<file path="config.mk">
export PLATFORM = sky130hd
export DESIGN_NAME = kairo_div
export DESIGN_NICKNAME = d
export VERILOG_FILES = /design/src/rtl/kairo_div_pkg.sv /design/src/rtl/kairo_div_core.sv /design/src/rtl/kairo_div.sv
export SDC_FILE = /design/constraint.sdc
export NUM_CORES = 1
export LEC_CHECK = 0
export BUFFER_PORTS_ARGS = -buffer_cell sky130_fd_sc_hd__clkbuf_2
export CAP_MARGIN = 20
export CORE_MARGIN = 2
export CORE_UTILIZATION = 55
export CTS_CLUSTER_SIZE = 28
export DETAILED_ROUTE_END_ITERATION = 6
export PLACE_DENSITY_LB_ADDON = 0.3
export SYNTH_ARGS = -nofsm -noshare
export SYNTH_HDL_FRONTEND = slang
export SYNTH_SLANG_ARGS = --single-unit
</file>
<file path="constraint.sdc">
create_clock -name CLK -period 7.35 [get_ports CLK]
set_clock_uncertainty 0.05 [all_clocks]
set_input_delay 0.735 -clock CLK [delete_from_list [all_inputs] [get_ports CLK]]
set_output_delay 0.735 -clock CLK [all_outputs]
set_load 0.1 [all_outputs]
</file>
<file path="src/rtl/kairo_div_pkg.sv">
// kairo_div_pkg: shared types and constants for the kairo iterative divider.
// Contents: FSM state enum, op-kind enum, special-result constants, iteration count.
package kairo_div_pkg;
  typedef enum logic [1:0] {IDLE, BUSY, DONE} state_t;
  typedef enum logic [1:0] {OP_DIV, OP_DIVU, OP_REM, OP_REMU} op_t;
  localparam logic [31:0] DIV_ZERO_Q = 32'hFFFF_FFFF;
  localparam logic [31:0] INT_MIN = 32'h8000_0000;
  localparam int ITER = 32;
endpackage

</file>
<file path="src/rtl/kairo_div_core.sv">
// kairo_div_core: unsigned 32-step restoring divide stepper, one quotient bit per step.
// Ports: CLK, RST_N (async active-low); start loads dvd_in/dsr_in and count=ITER-1;
// step runs one iteration; last flags the final step; quo_nxt/rem_nxt are the post-step values.
module kairo_div_core
  import kairo_div_pkg::*;
(
  input  logic        CLK,
  input  logic        RST_N,
  input  logic        start,
  input  logic        step,
  input  logic [31:0] dvd_in,
  input  logic [31:0] dsr_in,
  output logic        last,
  output logic [31:0] quo_nxt,
  output logic [31:0] rem_nxt
);
  logic [31:0] dvd, dsr, rem, quo;
  logic [4:0]  count;
  logic [32:0] rem_sh, diff;
  logic        ge;
  // A 33-bit shifted remainder is always below 2*divisor, so the borrow bit alone decides the quotient bit.
  always_comb begin
    rem_sh  = {rem, dvd[31]};
    diff    = rem_sh - {1'b0, dsr};
    ge      = ~diff[32];
    rem_nxt = ge ? diff[31:0] : rem_sh[31:0];
    quo_nxt = {quo[30:0], ge};
  end
  assign last = count == 5'd0;
  always_ff @(posedge CLK or negedge RST_N) begin
    if (!RST_N) begin
      dvd   <= '0;
      dsr   <= '0;
      rem   <= '0;
      quo   <= '0;
      count <= '0;
    end else if (start) begin
      dvd   <= dvd_in;
      dsr   <= dsr_in;
      rem   <= '0;
      quo   <= '0;
      count <= 5'(ITER - 1);
    end else if (step) begin
      dvd   <= dvd << 1;
      rem   <= rem_nxt;
      quo   <= quo_nxt;
      count <= count - 5'd1;
    end
  end
endmodule

</file>
<file path="src/rtl/kairo_div.sv">
// kairo_div: iterative RV32M divider (DIV/DIVU/REM/REMU) with WAIT/READY stall handshake.
// Ports: CLK, RST_N (async active-low); INST_* one-hot op strobes; RS1 dividend, RS2 divisor;
// WAIT stall request; READY one-cycle result pulse; RD result (zero unless READY).
module kairo_div
  import kairo_div_pkg::*;
(
  input  logic        CLK,
  input  logic        RST_N,
  input  logic        INST_DIV,
  input  logic        INST_DIVU,
  input  logic        INST_REM,
  input  logic        INST_REMU,
  input  logic [31:0] RS1,
  input  logic [31:0] RS2,
  output logic        WAIT,
  output logic        READY,
  output logic [31:0] RD
);
  state_t      state, state_nxt;
  op_t         op;
  logic        inst_div, sgn, is_rem, special, start, step, last;
  logic        qneg, rneg, rem_sel;
  logic [31:0] res, special_res, dvd_abs, dsr_abs, quo_nxt, rem_nxt;
  assign inst_div = INST_DIV | INST_DIVU | INST_REM | INST_REMU;
  always_comb begin
    op          = INST_DIV ? OP_DIV : INST_DIVU ? OP_DIVU : INST_REM ? OP_REM : OP_REMU;
    sgn         = op == OP_DIV || op == OP_REM;
    is_rem      = op == OP_REM || op == OP_REMU;
    dvd_abs     = (sgn && RS1[31]) ? -RS1 : RS1;
    dsr_abs     = (sgn && RS2[31]) ? -RS2 : RS2;
    special     = RS2 == '0 || (sgn && RS1 == INT_MIN && RS2 == 32'hFFFF_FFFF);
    special_res = RS2 == '0 ? (is_rem ? RS1 : DIV_ZERO_Q) : (is_rem ? '0 : INT_MIN);
  end
  always_comb begin
    state_nxt = state;
    start     = 1'b0;
    step      = 1'b0;
    start     = state == IDLE && inst_div && !special;
    step      = state == BUSY && inst_div;
    state_nxt = state == IDLE ? (inst_div ? (special ? DONE : BUSY) : IDLE) :
                state == BUSY ? (!inst_div ? IDLE : last ? DONE : BUSY) : IDLE;
  end
  always_ff @(posedge CLK or negedge RST_N) begin
    if (!RST_N) state <= IDLE;
    else state <= state_nxt;
  end
  always_ff @(posedge CLK or negedge RST_N) begin
    if (!RST_N) begin
      qneg    <= 1'b0;
      rneg    <= 1'b0;
      rem_sel <= 1'b0;
      res     <= '0;
    end else begin
      if (state == IDLE && inst_div) begin
        qneg    <= sgn & (RS1[31] ^ RS2[31]);
        rneg    <= sgn & RS1[31];
        rem_sel <= is_rem;
        res     <= special_res;
      end
      if (step && last) res <= rem_sel ? (rneg ? -rem_nxt : rem_nxt) : (qneg ? -quo_nxt : quo_nxt);
    end
  end
  kairo_div_core u_core (
    .CLK    (CLK),
    .RST_N  (RST_N),
    .start  (start),
    .step   (step),
    .dvd_in (dvd_abs),
    .dsr_in (dsr_abs),
    .last   (last),
    .quo_nxt(quo_nxt),
    .rem_nxt(rem_nxt)
  );
  assign READY = state == DONE;
  assign RD    = READY ? res : '0;
  // Gated by RST_N so a held strobe cannot raise WAIT while reset is asserted.
  assign WAIT  = RST_N & inst_div & ~READY;
endmodule

</file>
Word-level counts from Yosys, hierarchy flattened
Cells that the tools add are included.
{"block": "totals", "ff_bits": 169, "input_bits": 70, "out_inout_bits": 34}
{"block": "classes", "add_sub_neg": 6, "eq_ne": 6, "mux": 29, "bitwise": 10, "n_reduce_logical": 18}
{"operator": "$mux 32", "n": 16}
{"operator": "$neg 32->32", "n": 4}
{"operator": "$eq 32x32->1 const B", "n": 2}
{"operator": "$mux 31", "n": 2}
{"operator": "$sub 33x32->33", "n": 1}
{"operator": "$logic_not 32->1", "n": 1}
{"operator": "$mux 2", "n": 8}
{"operator": "$mux 5", "n": 2}
{"operator": "$logic_and 1x1->1", "n": 8}
{"operator": "$eq 2x2->1 const B", "n": 3}
{"operator": "$logic_not 5->1", "n": 1}
{"operator": "$sub 5x1->5 const B", "n": 1}
{"operator": "$and 1x1->1", "n": 4}
{"operator": "$logic_not 2->1", "n": 2}
{"operator": "$reduce_bool 2->1", "n": 2}
{"operator": "$logic_or 1x1->1", "n": 3}
{"operator": "$or 1x1->1", "n": 3}
{"operator": "$eq 2x1->1 const B", "n": 1}
{"operator": "$not 1->1", "n": 2}
{"operator": "$logic_not 1->1", "n": 1}
{"operator": "$mux 1", "n": 1}
{"operator": "$xor 1x1->1", "n": 1}

Longest topological paths before layout
Gate-level depths: netlist of the first run.
{"block": "depth", "ltp_word": 11, "ltp_mapped": 25, "ltp_nobuf": 23}

Hierarchy
From an unflattened synthesis of the first run, not the netlist that was laid out.
{"block": "hier_totals", "cells_unflattened": 1602, "area_unflattened_um2": 13148.9}
{"module": "kairo_div_core", "instances": 1, "cells_each": 920, "area_per_inst_um2": 8129.0}
{"module": "kairo_div", "instances": 1, "cells_each": 682, "area_per_inst_um2": 5019.8}

Worst setup path before layout of the first run
Ideal clock, no wire load.
{"block": "synth_path", "kind": "register to register", "from": "register u_core.dvd[31]", "to": "register res[30]", "t_arrival_ns": 4.898, "required_ns": 7.157, "path_slack_ns": 2.259, "stages_incl_launch_ff": 25, "synth_period_minus_slack_ns": 5.091, "cell_sequence": "dfrtp_1 inv_1 ha_1 inv_1 fa_1 a211oi_1 o21ai_2 o2111ai_4 a211oi_4 nor3_2 nor2_1 inv_1 buf_1 buf_1 nor2_1 a21oi_1 ha_1 inv_1 or3_1 nor3b_1 o21ai_0 or4_1 o31ai_1 xnor2_1 o221ai_1"}
{"block": "synth_via", "elab_chain_len": 6, "elab_cells_between_ends": 9, "cone_classes": "add/sub: 3; mux: 5; bitwise: 1"}
{"item": "start: declaration", "line": "kairo_div_core.sv:17", "source": "logic [31:0] dvd, dsr, rem, quo;"}
{"item": "start signal: assignment", "line": "kairo_div_core.sv:38", "source": "dvd <= dvd_in;"}
{"item": "start signal: assignment", "line": "kairo_div_core.sv:44", "source": "dvd <= dvd << 1;"}
{"item": "$sub 33x32->33", "line": "kairo_div_core.sv:24", "source": "diff = rem_sh - {1'b0, dsr};"}
{"item": "$mux 32 or $not 1->1 (tied branches)", "line": "kairo_div_core.sv:26, kairo_div_core.sv:25"}
{"item": "$neg 32->32", "line": "kairo_div.sv:60", "source": "if (step && last) res <= rem_sel ? (rneg ? -rem_nxt : rem_nxt) : (qneg ? -quo_nxt : quo_nxt);"}
{"item": "$mux 32", "line": "kairo_div.sv:60"}
{"item": "$mux 32 * (2 in a row)", "line": "kairo_div.sv:60"}
{"item": "end signal: assignment", "line": "kairo_div.sv:58", "source": "res <= special_res;"}
{"item": "end signal: assignment", "line": "kairo_div.sv:60"}
{"item": "end: declaration", "line": "kairo_div.sv:23", "source": "logic [31:0] res, special_res, dvd_abs, dsr_abs, quo_nxt, rem_nxt;"}
Mark *: on every way between the ends. The rest lies on a longest branch, timed or not.
A chain may end at the register's enable or synchronous reset.

Final worst setup path of the first run
{"block": "layout_path", "from": "register u_core.dvd[31]", "to": "register res[24]"}
Same word-level chain as after synthesis.

==> impl_summary.txt, run 1 <==
----------------------------------------------------
[STA]
  Final min period ... 5.88 ns
  Fin Setup TNS ... 0 ns
  Number of pins with negative max-slew slack in the final report ... 0
  Maximum clock frequency ... around 170 MHz
  Slew @ Worst Pin ... 0.955 ns
  Setup slack after layout ... 1.47 ns
  Setup violators final ... 0
  Max_slew headroom ... 36.2%
  Hold Vio Cnt, Final ... 0
  RSZ-0062 raised after global routing ... false
  Final period utilization ... 80.1%

[Layout]
  Area growth, synth to finish ... 9.73%
  Number of antenna diodes ... 0
  Layout net count ... 1753
  Fraction of final layout cells with drive strength greater than 1 ... 10.8%

[Power]
  Maximum vdd drop ... 0.367 mV
  Pleak ... 0.00595 uW
  Power per standard cell area ... 575 mW/mm^2
  Total Power ... 8030 uW

[Drt]
  Pre-Repair DR Iteration Count ... 6
  Routed len/inst ... around 20 um
  Avg Vias per Cell ... 6.39
  Drc violations ... 0
  Total length of routed wires ... 38600 um
  Total number of vias ... about 12k
  Remaining antenna violation count after routing ... 0
  Iter 0 DRT Violations ... 1406

[Logic synthesis]
  Mean instance size in the synthesized netlist ... approximately 7.9 sq um
  Total nets after synthesis ... 1713
  Flop and latch count out of synthesis ... 169
  Dominant synthesized flop cell ... sky130_fd_sc_hd__dfrtp_1
  Fraction of the yosys area taken by sequential cells ... 33.2%
  Share of synthesized flip-flops with an asynchronous set or reset ... 100%
  Number of flops mapped to enable cells by yosys ... 0
  Count of mapped cells out of synthesis ... ~1.6k
  Count of different cell masters after synthesis ... 83
  Synth Warn # ... 0
  Post-synthesis instance area ... 0.0127 sq mm

[Clock tree]
  Post-cts hold buffer count ... 0
  Sink count of the clock tree ... 169
  CTS max path bufs ... 2
  Worst skew pair latency ... approximately 0.45 ns
  Clock Tree Root ... sky130_fd_sc_hd__clkbuf_16
  Total CTS buffers ... 17
  Post CTS Setup Buffer Count ... 0
  Resized cells post-CTS ... 0
  Clk slew on worst S/H paths ... 0.07 ns
  H-tree level count ... 4
  TritonCTS clock tree ... done

[Worst setup path]
  Arrival time of the worst setup path ... 6.17 ns
  Critical register-to-register path startpoint ... u_core.dvd[31]$_DFFE_PN0P_
  Reg2Reg Depth ... 24
  Largest fanout on the critical path ... 25
  Critical Path Sink Type ... flop
  Worst EP required ... 7.64 ns
  Category of the most critical setup path ... flop to flop
  Nature of the critical path startpoint ... flop
  Reg-to-reg slack, setup ... 1.47 ns
  Reg2reg end ... res[24]$_DFFE_PN0P_

[Run]
  Max-capacitance violation count ... 0

[GRT]
  Leftover overflow at the end of global routing ... 0
  Total GRT Usage ... between 30% and 40%
  Initial antenna violation count ... 0
  First-pass GRT wire length ... between 60000 and 70000 um
  Number of global-route vias before repair ... approximately 11k
  Largest net degree at the start of global routing ... between 90 and 100

[Floorplanning]
  Vertical die dimension ... 156 um
  I/O pins ... around 100
  Initial Utilization ... approximately 56%
  Die Area ... 0.0244 sq mm
  Row count ... 55
  DIE WIDTH ... 156 um
  Core footprint ... 0.0227 sq mm

[Placed design]
  Global placement routability congestion ... 0.958
  Total of buffers placed on input and output ports ... 103
  Detailed placer's ending HPWL ... between 20000 and 30000 um
  DP Worst Slack ... 1.61 ns

[Status]
  Run status ... finished clean

[Min path]
  Tightest Hold Check Type ... input pin to async pin

----------------------------------------------------
## worst max-delay path, stage by stage, from the launching register on
cell and delay [ns]:
sky130_fd_sc_hd__dfrtp_1 0.42, sky130_fd_sc_hd__inv_1 0.07, sky130_fd_sc_hd__ha_1 0.16, sky130_fd_sc_hd__inv_1 0.06
sky130_fd_sc_hd__fa_1 0.42, sky130_fd_sc_hd__a211oi_1 0.31, sky130_fd_sc_hd__o21ai_2 0.18, sky130_fd_sc_hd__o2111ai_4 0.28
sky130_fd_sc_hd__a211oi_4 0.12, sky130_fd_sc_hd__nor3_2 0.38, sky130_fd_sc_hd__nor2_4 0.04, sky130_fd_sc_hd__inv_1 0.41
sky130_fd_sc_hd__buf_4 0.38, sky130_fd_sc_hd__nor2_1 0.06, sky130_fd_sc_hd__a21oi_1 0.22, sky130_fd_sc_hd__ha_1 0.22
sky130_fd_sc_hd__nand2_1 0.05, sky130_fd_sc_hd__nor4_1 0.40, sky130_fd_sc_hd__nand3_1 0.15, sky130_fd_sc_hd__o211ai_1 0.16
sky130_fd_sc_hd__o21ai_0 0.26, sky130_fd_sc_hd__nor2_1 0.29, sky130_fd_sc_hd__a21boi_0 0.28, sky130_fd_sc_hd__xnor2_1 0.10
sky130_fd_sc_hd__a221oi_1 0.29
## placed cells by master (no fill, tap or decap), drive strengths merged, types with 4 or more instances in the layout
cell,count
nand3,48
a221oi,4
o21ai,181
o211ai,12
xnor2,86
dfrtp,169
a221o,30
o21a,5
o31a,5
nand2b,11
a21oi,103
nand2,214
a21boi,4
or4,17
nand4,16
o41ai,11
nor4,16
or2,6
a21o,10
a31oi,12
ha,39
nor3b,4
nand3b,6
xor2,60
o221ai,13
buf,15
a211oi,12
and3,10
nor2,144
nor3,39
and2,39
clkbuf,119
nor2b,8
inv,67
o31ai,28
mux2i,25
or3,19
## sequential cells by signal (all words and copies together), names as in the netlist
name,flops
rneg,1
qneg,1
u_core.dvd,32
u_core.quo,31
u_core.rem,32
u_core.dsr,32
state,2
res,32
u_core.count,5
rem_sel,1
## cell families (layout without fill, tap and decap cells)
| kind of cell | after synthesis | in the layout | synth area share (%) |
|---|---|---|---|
| xor gates and xnor gates | 146 | 146 | 10.0 |
| AOI/OAI and AO/OA | 459 | 459 | 23.2 |
| buffers and inverters | 154 | 207 | 4.80 |
| and+or+nand+nor | 608 | 608 | 22.6 |
| muxes | 27 | 27 | 2.14 |
| DFF | 169 | 169 | 33.2 |
| adders and majority gates | 40 | 40 | 3.99 |
## metrics by stage
stage,std cells,utilization (%),instance area (sq um),hold slack (ns)
floorplan,1603,-,12700,0.389
global placement,1909,58.8,13300,0.414
detailed placement,1909,58.8,13300,0.416
CTS,1941,61.5,14000,0.318
global route,1941,61.5,14000,0.362
finish,1941,61.5,14000,0.282
## layout make-up
class                   count  area [sq um]
fillers                  2004          8740
multi-input cells        1280          7920
flip-flops and latches    169          4230
repair buffers            117           627
clock buffers              17           425
well taps                 285           357
inverters                  58           218
clock inverters            15           203
## report_power, final
part           switching [uW]  total (uW)  leakage [uW]  internal, uW
logic                    3490        5400       0.00350          1910
clock network             441         992      0.000308           551
registers                 333        1640       0.00215          1310
## per-layer routing
metal  track usage, %  routed length, um
met1             43.8              16500
met2             51.1              17600
met3             5.25               2990
met4             13.4               1490
met5                0                  0
## synth_stat cells (all sizes together) (16+ instances only)
cell | instances | area [sq um]
nor2 | 144 | 541
a221o | 30 | 300
o21ai | 181 | 910
o31ai | 28 | 224
or3 | 19 | 124
dfrtp | 169 | 4230
clkbuf | 78 | 293
nand4 | 16 | 100
inv | 58 | 218
a21oi | 103 | 527
or4 | 17 | 131
and2 | 39 | 244
xor2 | 60 | 526
nand3 | 48 | 240
buf | 18 | 101
mux2i | 25 | 250
nor4 | 16 | 100
nand2 | 214 | 803
ha | 39 | 488
xnor2 | 86 | 753
nor3 | 39 | 200
## worst max path at each step
stage                                           from                  end  cells after the start
after floorplan           u_core.dvd[31]$_DFFE_PN0P_  res[30]$_DFFE_PN0P_                     24
after global placement    u_core.dvd[31]$_DFFE_PN0P_  res[30]$_DFFE_PN0P_                     23
after detailed placement  u_core.dvd[31]$_DFFE_PN0P_  res[24]$_DFFE_PN0P_                     23
after CTS                 u_core.dvd[31]$_DFFE_PN0P_  res[24]$_DFFE_PN0P_                     24
after global routing      u_core.dvd[31]$_DFFE_PN0P_  res[24]$_DFFE_PN0P_                     24
final                     u_core.dvd[31]$_DFFE_PN0P_  res[24]$_DFFE_PN0P_                     24
Note: power is estimated with default switching activity, not from simulation.
==> run 2: changes to the inputs <==
==> constraint.sdc (replaced) <==
create_clock -name CLK -period 5.5 [get_ports CLK]
set_clock_uncertainty 0.05 [all_clocks]
set_input_delay 0.55 -clock CLK [delete_from_list [all_inputs] [get_ports CLK]]
set_output_delay 0.55 -clock CLK [all_outputs]
set_load 0.1 [all_outputs]
==> run 2 against run 1 <==
  * Worst setup slack got worse by 1.1 ns
  * Total power rose by 35%
  * Register-to-register slack worse by 1.1 ns
  * Fmax grew 16%
  * Design area rose by 0.72%
  * Worst hold slack worse by 0.28 ns
  * Non-clock buffer count rose by 7
  * Largest cell class unchanged
  * Via count grew 0.13%
  * Routed wire length increased by 0.96%
  * Highest routed layer is now met5
  * Combinational power grew 36%
  * Clock-buffer cell count stayed put
  * Utilization is 0.44 points higher
==> impl_summary.txt, run 2 (synthesis results as in run 1) <==
----------------------------------------------------
[Status]
  Run status ... finished clean (unchanged)

[Layout]
  Layout net count ... 1760 (was 1753)
  Most common library cell in the layout ignoring fill and taps ... sky130_fd_sc_hd__nand2_1 (unchanged)
  Fraction of final layout cells with drive strength greater than 1 ... 11.4% (was 10.8%)
  Commonest non-fill, non-tap cells in the layout ... sky130_fd_sc_hd__nand2_1 (213), sky130_fd_sc_hd__o21ai_0 (169), sky130_fd_sc_hd__dfrtp_1 (169) (was sky130_fd_sc_hd__nand2_1 (213), sky130_fd_sc_hd__o21ai_0 (171), sky130_fd_sc_hd__dfrtp_1 (169))
  Number of antenna diodes ... 0 (unchanged)
  Area growth, synth to finish ... 10.5% (was 9.73%)
  Utilization after layout ... 62.0% (was 61.5%)

[Drt]
  Remaining antenna violation count after routing ... 0 (unchanged)
  Pre-Repair DR Iteration Count ... 6 (unchanged)
  Drc violations ... 0 (unchanged)
  Total length of routed wires ... 38900 um (was 38600 um)
  Total number of vias ... 12.4k (about the same)
  Avg Vias per Cell ... 6.38 (was 6.39)
  Routed len/inst ... 20.0 um (was 19.9 um)
  Iter 0 DRT Violations ... 1370 (was 1406)

[GRT]
  Largest net degree at the start of global routing ... 67 (was 96)
  Leftover overflow at the end of global routing ... 0 (unchanged)
  First-pass GRT wire length ... 62700 um (was 61700 um)
  Total GRT Usage ... 32.5% (was 32.2%)
  Number of global-route vias before repair ... 11.5k (was 11.4k)
  Initial antenna violation count ... 1 (was 0)

[Power]
  Maximum vdd drop ... 0.597 mV (was 0.367 mV)
  Power per standard cell area ... 773 mW/mm^2 (was 575 mW/mm^2)
  Pleak ... 0.00600 uW (was 0.00595 uW)

[Clock tree]
  TritonCTS clock tree ... done (unchanged)
  H-tree level count ... 4 (unchanged)
  Sink count of the clock tree ... 169 (unchanged)
  Worst skew pair latency ... 0.45 ns (about the same)
  Post-cts hold buffer count ... 0 (unchanged)
  CTS max path bufs ... 2 (unchanged)
  Clock Tree Root ... sky130_fd_sc_hd__clkbuf_16 (unchanged)
  Total CTS buffers ... 17 (unchanged)
  Clk slew on worst S/H paths ... 0.07 ns (about the same)

[STA]
  Number of pins with negative max-slew slack in the final report ... 0 (unchanged)
  Setup violators final ... 0 (unchanged)
  Final min period ... 5.09 ns (was 5.88 ns)
  Fin Setup TNS ... 0 ns (unchanged)
  Hold Vio Cnt, Final ... 0 (unchanged)
  Slew @ Worst Pin ... 1.05 ns (was 0.955 ns)
  Max_slew headroom ... 29.9% (was 36.2%)
  RSZ-0062 raised after global routing ... false (unchanged)
  Final period utilization ... 92.5% (was 80.1%)
  Maximum clock frequency ... 196 MHz (was 170 MHz)

[Run]
  Max-capacitance violation count ... 0 (unchanged)

[Floorplanning]
  Die Area ... 0.0244 sq mm (unchanged)
  Row count ... 55 (unchanged)
  I/O pins ... 104 (unchanged)
  DIE WIDTH ... 156 um (unchanged)
  Core footprint ... 0.0227 sq mm (unchanged)
  Initial Utilization ... 56.1% (unchanged)
  Vertical die dimension ... 156 um (unchanged)

[Worst setup path]
  Reg-to-reg slack, setup ... 0.41 ns (was 1.47 ns)
  Reg2reg end ... res[30]$_DFFE_PN0P_ (was res[24]$_DFFE_PN0P_)
  Category of the most critical setup path ... flop to flop (unchanged)
  Largest fanout on the critical path ... 11 (was 25)
  Reg2Reg Depth ... 19 (was 24)
  Critical register-to-register path startpoint ... u_core.rem[16]$_DFFE_PN0P_ (was u_core.dvd[31]$_DFFE_PN0P_)
  Critical Path Sink Type ... flop (unchanged)
  Arrival time of the worst setup path ... 5.33 ns (was 6.17 ns)
  Worst EP required ... 5.75 ns (was 7.64 ns)
  Nature of the critical path startpoint ... flop (unchanged)

[Min path]
  Tightest Hold Check Type ... input pin to async pin (unchanged)

[Placed design]
  Detailed placer's ending HPWL ... 28600 um (was 28500 um)
  Total of buffers placed on input and output ports ... 103 (unchanged)
  Global placement routability congestion ... 1.00 (was 0.958)

----------------------------------------------------
run 2: changes by cell type in the layout (fill, tap and decap cells not counted), moves of 2 or more:
cell / before / now
sky130_fd_sc_hd__o21ai_1: 9 / 11
sky130_fd_sc_hd__buf_4: 14 / 21
sky130_fd_sc_hd__o21ai_0: 171 / 169
sky130_fd_sc_hd__clkinv_8: 0 / 3
sky130_fd_sc_hd__ha_2: 0 / 2
sky130_fd_sc_hd__clkinv_4: 1 / 4
sky130_fd_sc_hd__inv_6: 4 / 0
sky130_fd_sc_hd__ha_1: 39 / 37
run 2: metrics by stage:
step	instances	hold slack, ns	cell area [sq um]	setup WS, ns	power (uW)
floorplan	1603	0.204	12700	0.409	7350
global placement	1916	0.413	13400	0.613	9140
detailed placement	1916	0.421	13400	0.366	9260
CTS	1948	0.0233	14100	0.284	10700
global route	1948	0.0414	14100	0.0210	11700
finish	1948	0.00536	14100	0.410	10900
run 2: worst max-delay path by stage:
| stage | endpoint | startpoint | cells past startpoint |
|---|---|---|---|
| 2_1_floorplan | res[30]$_DFFE_PN0P_ | u_core.dvd[31]$_DFFE_PN0P_ | 24 |
| 3_3_place_gp | res[30]$_DFFE_PN0P_ | u_core.rem[12]$_DFFE_PN0P_ | 18 |
| 3_5_place_dp | res[24]$_DFFE_PN0P_ | u_core.rem[12]$_DFFE_PN0P_ | 19 |
| 4_1_cts | res[24]$_DFFE_PN0P_ | u_core.rem[12]$_DFFE_PN0P_ | 19 |
| 5_1_grt | res[24]$_DFFE_PN0P_ | u_core.rem[13]$_DFFE_PN0P_ | 19 |
| 6_report | res[30]$_DFFE_PN0P_ | u_core.rem[16]$_DFFE_PN0P_ | 19 |
run 2: cell type report:
class	instances	area, sq um
Inverter	58	218
Multi-Input combinational cell	1280	7940
Tap cell	285	357
Fill cell	2018	8640
Clock buffer	17	425
Sequential cell	169	4230
Timing Repair Buffer	124	679
Clock inverter	15	230
run 2: where the power goes:
part           internal [uW]  total (uW)  switching, uW  leakage (uW)
Sequential              1740        2220            472       0.00215
Clock                    745        1340            599      0.000319
Combinational           2600        7320           4720       0.00353
Total                   5090       10900           5790       0.00600
run 2: what timing repair did:
action                     4_1_cts  5_1_grt
setup buffers                    0        0
setup endpoints to repair        0        3
gates resized for setup          0        7
run 2: worst max-delay path, stage by stage (launching register included):
cell and delay (ns):
sky130_fd_sc_hd__dfrtp_1 0.41, sky130_fd_sc_hd__ha_1 0.54, sky130_fd_sc_hd__and3_1 0.26, sky130_fd_sc_hd__and3_4 0.22
sky130_fd_sc_hd__o2111ai_4 0.15, sky130_fd_sc_hd__a211oi_4 0.36, sky130_fd_sc_hd__o21a_1 0.31, sky130_fd_sc_hd__nor2_4 0.07
sky130_fd_sc_hd__inv_1 0.14, sky130_fd_sc_hd__nor2_1 0.06, sky130_fd_sc_hd__a21oi_1 0.22, sky130_fd_sc_hd__ha_1 0.22
sky130_fd_sc_hd__inv_1 0.08, sky130_fd_sc_hd__or3_1 0.42, sky130_fd_sc_hd__nor3b_1 0.22, sky130_fd_sc_hd__o21ai_0 0.19
sky130_fd_sc_hd__or4_1 0.47, sky130_fd_sc_hd__o31ai_1 0.26, sky130_fd_sc_hd__xnor2_1 0.16, sky130_fd_sc_hd__o221ai_1 0.12
run 2: routing by layer:
metal | vias to the layer above | global-route usage (%) | share of wire, %
li1 | 5835 | - | -
met1 | 5898 | 44.1 | 42
met2 | 592 | 51.2 | 46
met3 | 93 | 6.08 | 7.8
met4 | 2 | 13.7 | 4.0
met5 | - | 0 | 0.041
